--- src/rtl/mantissa_mul_iter_if.sv ---
// Operand / result handshake bundle for the iterative mantissa multiplier.
// master: operand producer and result consumer; slave: the multiplier.
interface mantissa_mul_iter_if #(
    parameter int MW = 7
);
    logic          in_valid;
    logic          in_ready;
    logic [MW-1:0] Xm;
    logic [MW-1:0] Ym;
    logic          out_valid;
    logic          out_ready;
    logic [MW-1:0] Zm;
    logic          PM;
    logic          rnd_ovf;

    modport master (
        output in_valid, Xm, Ym, out_ready,
        input  in_ready, out_valid, Zm, PM, rnd_ovf
    );

    modport slave (
        input  in_valid, Xm, Ym, out_ready,
        output in_ready, out_valid, Zm, PM, rnd_ovf
    );
endinterface

--- src/rtl/mantissa_mul_iter.sv ---
// Iterative radix-2 shift-add multiplier for {1,Xm} x {1,Ym}, followed by a
// one-cycle normalisation to a MW-bit mantissa plus exponent-adjust flags.
// Optional build macro: MANTISSA_ROUND_NEAREST_EN selects round-to-nearest-even
// in normalisation; without it the mantissa is truncated and rnd_ovf stays 0.
module mantissa_mul_iter #(
    parameter int MW = 7
) (
    input  logic                clk,
    input  logic                rst,
    mantissa_mul_iter_if.slave  bus
);
    localparam int PW = 2*MW + 2;
    localparam int CW = $clog2(MW + 2);

    typedef enum logic [1:0] {IDLE, MUL, NORM, DONE} state_t;

    state_t        state;
    logic [PW-1:0] acc;
    logic [PW-1:0] pp;
    logic [PW-1:0] mcand;
    logic [MW:0]   mplier;
    logic [CW-1:0] cnt;
    logic          in_ready_q;
    logic          out_valid_q;
    logic [MW-1:0] zm_q;
    logic          pm_q;
    logic          rnd_q;

    logic          pm_c;
    logic [MW-1:0] zm_c;
    logic          rnd_c;

`ifdef MANTISSA_ROUND_NEAREST_EN
    logic [PW-2:0] np;
    logic [MW-1:0] zt;
    logic [MW:0]   inc;
    logic          guard;
    logic          sticky;

    // Normalise so the leading 1 sits at the top, then round-to-nearest-even
    always_comb begin
        pm_c   = acc[PW-1];
        np     = pm_c ? acc[PW-2:0] : {acc[PW-3:0], 1'b0};
        zt     = np[PW-2:MW+1];
        guard  = np[MW];
        sticky = |np[MW-1:0];
        inc    = {1'b0, zt} + {{MW{1'b0}}, 1'b1};
        zm_c   = zt;
        rnd_c  = 1'b0;
        if (guard & (sticky | zt[0])) begin
            // Carry out of {1,Zm} means the mantissa wrapped to 1.000..0
            if (inc[MW]) begin
                zm_c  = '0;
                rnd_c = 1'b1;
            end else begin
                zm_c  = inc[MW-1:0];
            end
        end
    end
`else
    // Normalise by truncation: take the MW bits below the leading 1
    always_comb begin
        pm_c  = acc[PW-1];
        zm_c  = pm_c ? acc[PW-2:MW+1] : acc[PW-3:MW];
        rnd_c = 1'b0;
    end
`endif

    // Control FSM and datapath. The partial product is registered one cycle
    // ahead of the accumulate, so the counter runs one step past MW to drain
    // the last partial product before normalisation.
    always_ff @(posedge clk) begin
        if (rst) begin
            state       <= IDLE;
            acc         <= '0;
            pp          <= '0;
            mcand       <= '0;
            mplier      <= '0;
            cnt         <= '0;
            in_ready_q  <= 1'b1;
            out_valid_q <= 1'b0;
            zm_q        <= '0;
            pm_q        <= 1'b0;
            rnd_q       <= 1'b0;
        end else begin
            case (state)
                IDLE: begin
                    if (bus.in_valid) begin
                        mcand      <= PW'({1'b1, bus.Xm});
                        mplier     <= {1'b1, bus.Ym};
                        acc        <= '0;
                        pp         <= '0;
                        cnt        <= '0;
                        in_ready_q <= 1'b0;
                        state      <= MUL;
                    end
                end
                MUL: begin
                    acc    <= acc + pp;
                    pp     <= mplier[0] ? mcand : '0;
                    mplier <= mplier >> 1;
                    mcand  <= mcand << 1;
                    cnt    <= cnt + 1'b1;
                    if (cnt == CW'(MW + 1))
                        state <= NORM;
                end
                NORM: begin
                    zm_q        <= zm_c;
                    pm_q        <= pm_c;
                    rnd_q       <= rnd_c;
                    out_valid_q <= 1'b1;
                    state       <= DONE;
                end
                DONE: begin
                    if (bus.out_ready) begin
                        out_valid_q <= 1'b0;
                        in_ready_q  <= 1'b1;
                        state       <= IDLE;
                    end
                end
                default: state <= IDLE;
            endcase
        end
    end

    assign bus.in_ready  = in_ready_q;
    assign bus.out_valid = out_valid_q;
    assign bus.Zm        = zm_q;
    assign bus.PM        = pm_q;
    assign bus.rnd_ovf   = rnd_q;
endmodule

--- src/flat_wrapper.sv ---
// flat-port wrapper written by rule: the top's interface ports become plain ports
module mantissa_mul_iter_flat 
#(
    parameter int MW = 7
)
  (clk, rst, bus_in_valid, bus_Xm, bus_Ym, bus_out_ready, bus_in_ready, bus_out_valid, bus_Zm, bus_PM, bus_rnd_ovf);
  mantissa_mul_iter_if #(.MW(MW)) bus_i ();
  input  logic clk;
  input  logic rst;
  input wire logic [$bits(bus_i.in_valid)-1:0] bus_in_valid;
  input wire logic [$bits(bus_i.Xm)-1:0] bus_Xm;
  input wire logic [$bits(bus_i.Ym)-1:0] bus_Ym;
  input wire logic [$bits(bus_i.out_ready)-1:0] bus_out_ready;
  output wire logic [$bits(bus_i.in_ready)-1:0] bus_in_ready;
  output wire logic [$bits(bus_i.out_valid)-1:0] bus_out_valid;
  output wire logic [$bits(bus_i.Zm)-1:0] bus_Zm;
  output wire logic [$bits(bus_i.PM)-1:0] bus_PM;
  output wire logic [$bits(bus_i.rnd_ovf)-1:0] bus_rnd_ovf;
  assign bus_i.in_valid = bus_in_valid;
  assign bus_i.Xm = bus_Xm;
  assign bus_i.Ym = bus_Ym;
  assign bus_i.out_ready = bus_out_ready;
  assign bus_in_ready = bus_i.in_ready;
  assign bus_out_valid = bus_i.out_valid;
  assign bus_Zm = bus_i.Zm;
  assign bus_PM = bus_i.PM;
  assign bus_rnd_ovf = bus_i.rnd_ovf;
  mantissa_mul_iter #(.MW(MW)) u_core (.clk(clk), .rst(rst), .bus(bus_i));
endmodule
--- config.mk ---
export PLATFORM = sky130hd
export DESIGN_NAME = mantissa_mul_iter_flat
export DESIGN_NICKNAME = d
export VERILOG_FILES = /design/src/rtl/mantissa_mul_iter_if.sv /design/src/rtl/mantissa_mul_iter.sv /design/src/flat_wrapper.sv
export SDC_FILE = /design/constraint.sdc
export NUM_CORES = 1
export LEC_CHECK = 0
export ABC_CLOCK_PERIOD_IN_PS = 3000
export CORE_MARGIN = 5
export CORE_UTILIZATION = 62
export CTS_CLUSTER_DIAMETER = 50
export DETAILED_ROUTE_END_ITERATION = 6
export GPL_ROUTABILITY_DRIVEN = 0
export PLACE_DENSITY_LB_ADDON = 0.12
export RECOVER_POWER = 25
export SETUP_SLACK_MARGIN = 0.2
export SYNTH_ARGS = -nofsm -noshare
export SYNTH_HDL_FRONTEND = slang
export SYNTH_SLANG_ARGS = --single-unit
--- constraint.sdc ---
create_clock -name clk -period 3 [get_ports clk]
set_input_delay 0.45 -clock clk [delete_from_list [all_inputs] [get_ports clk]]
set_output_delay 0.45 -clock clk [all_outputs]
set_load 0.1 [all_outputs]
==> flow_metrics.tcl <==
set metrics [dict create \
    outcome "complete, no violations" \
    finalHoldViolCount 0 \
    syn_inst 399 \
    antenna_found_initial 0 \
    port_buffers 27 \
    fill_cells 453 \
    worstMarginPinSlew_ps 1170 \
    clock_latency_ps 350 \
    synthArstFlopShare_pct 0 \
    postRouteAntennaNets 0 \
    cp.arrival_ps 2490 \
    worst_path_max_delay_cell "fa_1" \
    start_util_pct 63.74 \
    diodes 0 \
    grt_pass1_wl_um 13190 \
    critPathMaxFanout 6 \
    layout_setup_ws_ps 757.6 \
    drc 0 \
    yosysMostFrequentCell "dfxtp_1" \
    track_usage_pct 22.41 \
    max-cap-violations 0 \
    clockRootBuffer "clkbuf_8" \
    place_ws_ps 790.0 \
    io_pins 29 \
    grt.overflow.total 0 \
    fin_area_mm2 0.003929 \
    ys_top_cells_by_area "dfxtp_1, ha_1, nor2_1, a22oi_1, mux2i_1" \
    path_cells "ha_1, inv_1, fa_1, nor2b_1, o2111ai_2, a211oi_1, o31ai_1, a32o_1" \
    ys_warn_count 0 \
    critPathMaxStageDelay_ps 410 \
    final_core_util_pct 71.35 \
    netlist_top_cells_count "dfxtp_1, nor2_1, a22oi_1, clkbuf_1, ha_1" \
    clock_path_buffers 2 \
    wl_um 7792 \
    synth_flop_cell "dfxtp_1" \
    cp-start-kind "register" \
    maxSlewHeadroom_pct 22.31 \
    area_growth_pct 11.94 \
    power_mw 3.372 \
    syn_avg_cell_area_um2 8.796 \
    hold_buffers 0 \
    dieWidth_um 85.24 \
    leakagePower_nw 1.555 \
    drive_above_1_share_pct 7.876 \
    grt_pass1_vias 2931 \
    routedWlPerCell_um 15.87 \
    cpLargestDelayFamily "compound AO/OA/AOI/OAI gates" \
    dr.pass1.iters 5 \
    grt_max_degree 38 \
    tns_ps 0 \
    rsz0062_at_grt "no" \
    yosys.area.top_type "dfxtp_1" \
    tritoncts "built" \
    hold_depth 2 \
    core_mm2 0.005507 \
    fin_skew_ps 10.11 \
    hold_slack_ps 476.3 \
    vias 3025 \
    layout.nets 454 \
    final_cells 491 \
    critical_path_class "register to register" \
    irDropWorstVdd_uv 740.9 \
    routed_via_density 6.161 \
    synth_edf_count 0 \
    ys_ff_latch 72 \
    cts_buffers 9 \
    setup_viol 0 \
    h-tree-depth 3 \
    ys_seq_area_share_pct 41.07 \
    syn_area_mm2 0.003510 \
    detailed_place_hpwl_um 5519 \
    cts.sinks 72 \
    row_count 27 \
    cp-end-kind "register" \
    drtIter0Drc 220 \
    p_per_area_mw_per_mm2 858.3 \
    cts_setup_buffers 0 \
    crit_buf_inv 1 \
    synth_fp_nets 439 \
    placed_cell_area_mm2 0.003769 \
    slew_viol_final 0 \
    cts_resized 0 \
    worstHoldPathType "register to register" \
    r2r_cells 8 \
    finalCritPeriodShare_pct 74.75 \
    die_area_mm2 0.007265 \
    finalCriticalPeriod_ps 2242 \
    worstPathRequired_ps 3250 \
    ys_types 51 \
    max_freq_ghz 0.4460 \
    clkTransAtPathRegs_ps 80 \
    crit_cells 8 \
    die_h_um 85.24 \
    synth_top_area_share_pct 41.07 \
    dp_cells 475 \
]
cell usage in the layout (no fill, tap or decap), types with 3 or more instances in the layout:
cell,n
or3_1,6
a21oi_1,20
xnor2_1,3
dfxtp_1,72
a32o_1,7
a211oi_1,16
mux2i_1,17
nand3_1,5
nor3_1,6
nor2_1,70
clkbuf_8,10
a22oi_1,31
o21ai_0,14
clkdlybuf4s50_1,16
clkbuf_1,11
nand2_1,15
inv_1,10
buf_4,5
and3_1,4
ha_1,21
nand4_1,5
a32oi_1,3
o22ai_1,7
a21o_1,6
report_power, final:
part	switching [mW]	internal, mW	leakage, nW
clock network	0.367	0.406	0.0993
logic	1.01	0.366	0.870
registers	0.111	1.12	0.585
total	1.48	1.89	1.56
metal layers:
| layer | up-vias | global-route usage, % | part of all wire (%) |
|---|---|---|---|
| li1 | 1502 | - | - |
| met1 | 1418 | 28.93 | 45 |
| met2 | 92 | 35.59 | 48 |
| met3 | 13 | 4.466 | 6.0 |
| met4 | 0 | 11.22 | 1.9 |
| met5 | - | 0 | 0 |
tightest hold or removal path, stage by stage (launching register included):
cell,delay [ps]
dfxtp_1,330
nand2_1,50
a21oi_1,50
flip-flops by register name, indices dropped and copies added, names as in the netlist:
signal / flops
u_core.acc: 16
u_core.bus.PM: 1
u_core.bus.Zm: 7
u_core.bus.in_ready: 1
u_core.bus.out_valid: 1
u_core.cnt: 4
u_core.mcand: 16
u_core.mplier: 8
u_core.pp: 16
u_core.state: 2
final cells by class:
| class | count | area (um^2) | share of cell area (%) |
|---|---|---|---|
| inverter | 10 | 37.54 | 0.9554 |
| sequential | 72 | 1441 | 36.69 |
| timing repair buffer | 32 | 240.2 | 6.115 |
| tap | 72 | 90.09 | 2.293 |
| multi-input combinational | 289 | 1922 | 48.92 |
| clock inverter | 5 | 56.30 | 1.433 |
| clock buffer | 11 | 141.4 | 3.599 |
cell families after synthesis:
logic type                 Yosys count  share of synthesized area (%)
other                                1                         0.1068
AOI/OAI and AO/OA                  122                          24.78
DFF                                 72                          41.07
and+or+nand+nor                    122                          15.62
adders and majority gates           22                          8.057
muxes                               17                          4.848
buffers and inverters               38                          4.278
xor gates and xnor gates             5                          1.248
final timing paths:
path | startpoint | endpoint | slack (ps)
worst max register to register | u_core.acc[0]$_SDFFE_PP0P_ | u_core.acc[14]$_SDFFE_PP0P_ | 760
worst min-delay path | u_core.pp[15]$_SDFFE_PP0P_ | u_core.pp[15]$_SDFFE_PP0P_ | 480
worst min register to register | u_core.pp[15]$_SDFFE_PP0P_ | u_core.pp[15]$_SDFFE_PP0P_ | 480
worst max-delay path | u_core.acc[0]$_SDFFE_PP0P_ | u_core.acc[14]$_SDFFE_PP0P_ | 760
(Power assumes the default switching activity.)
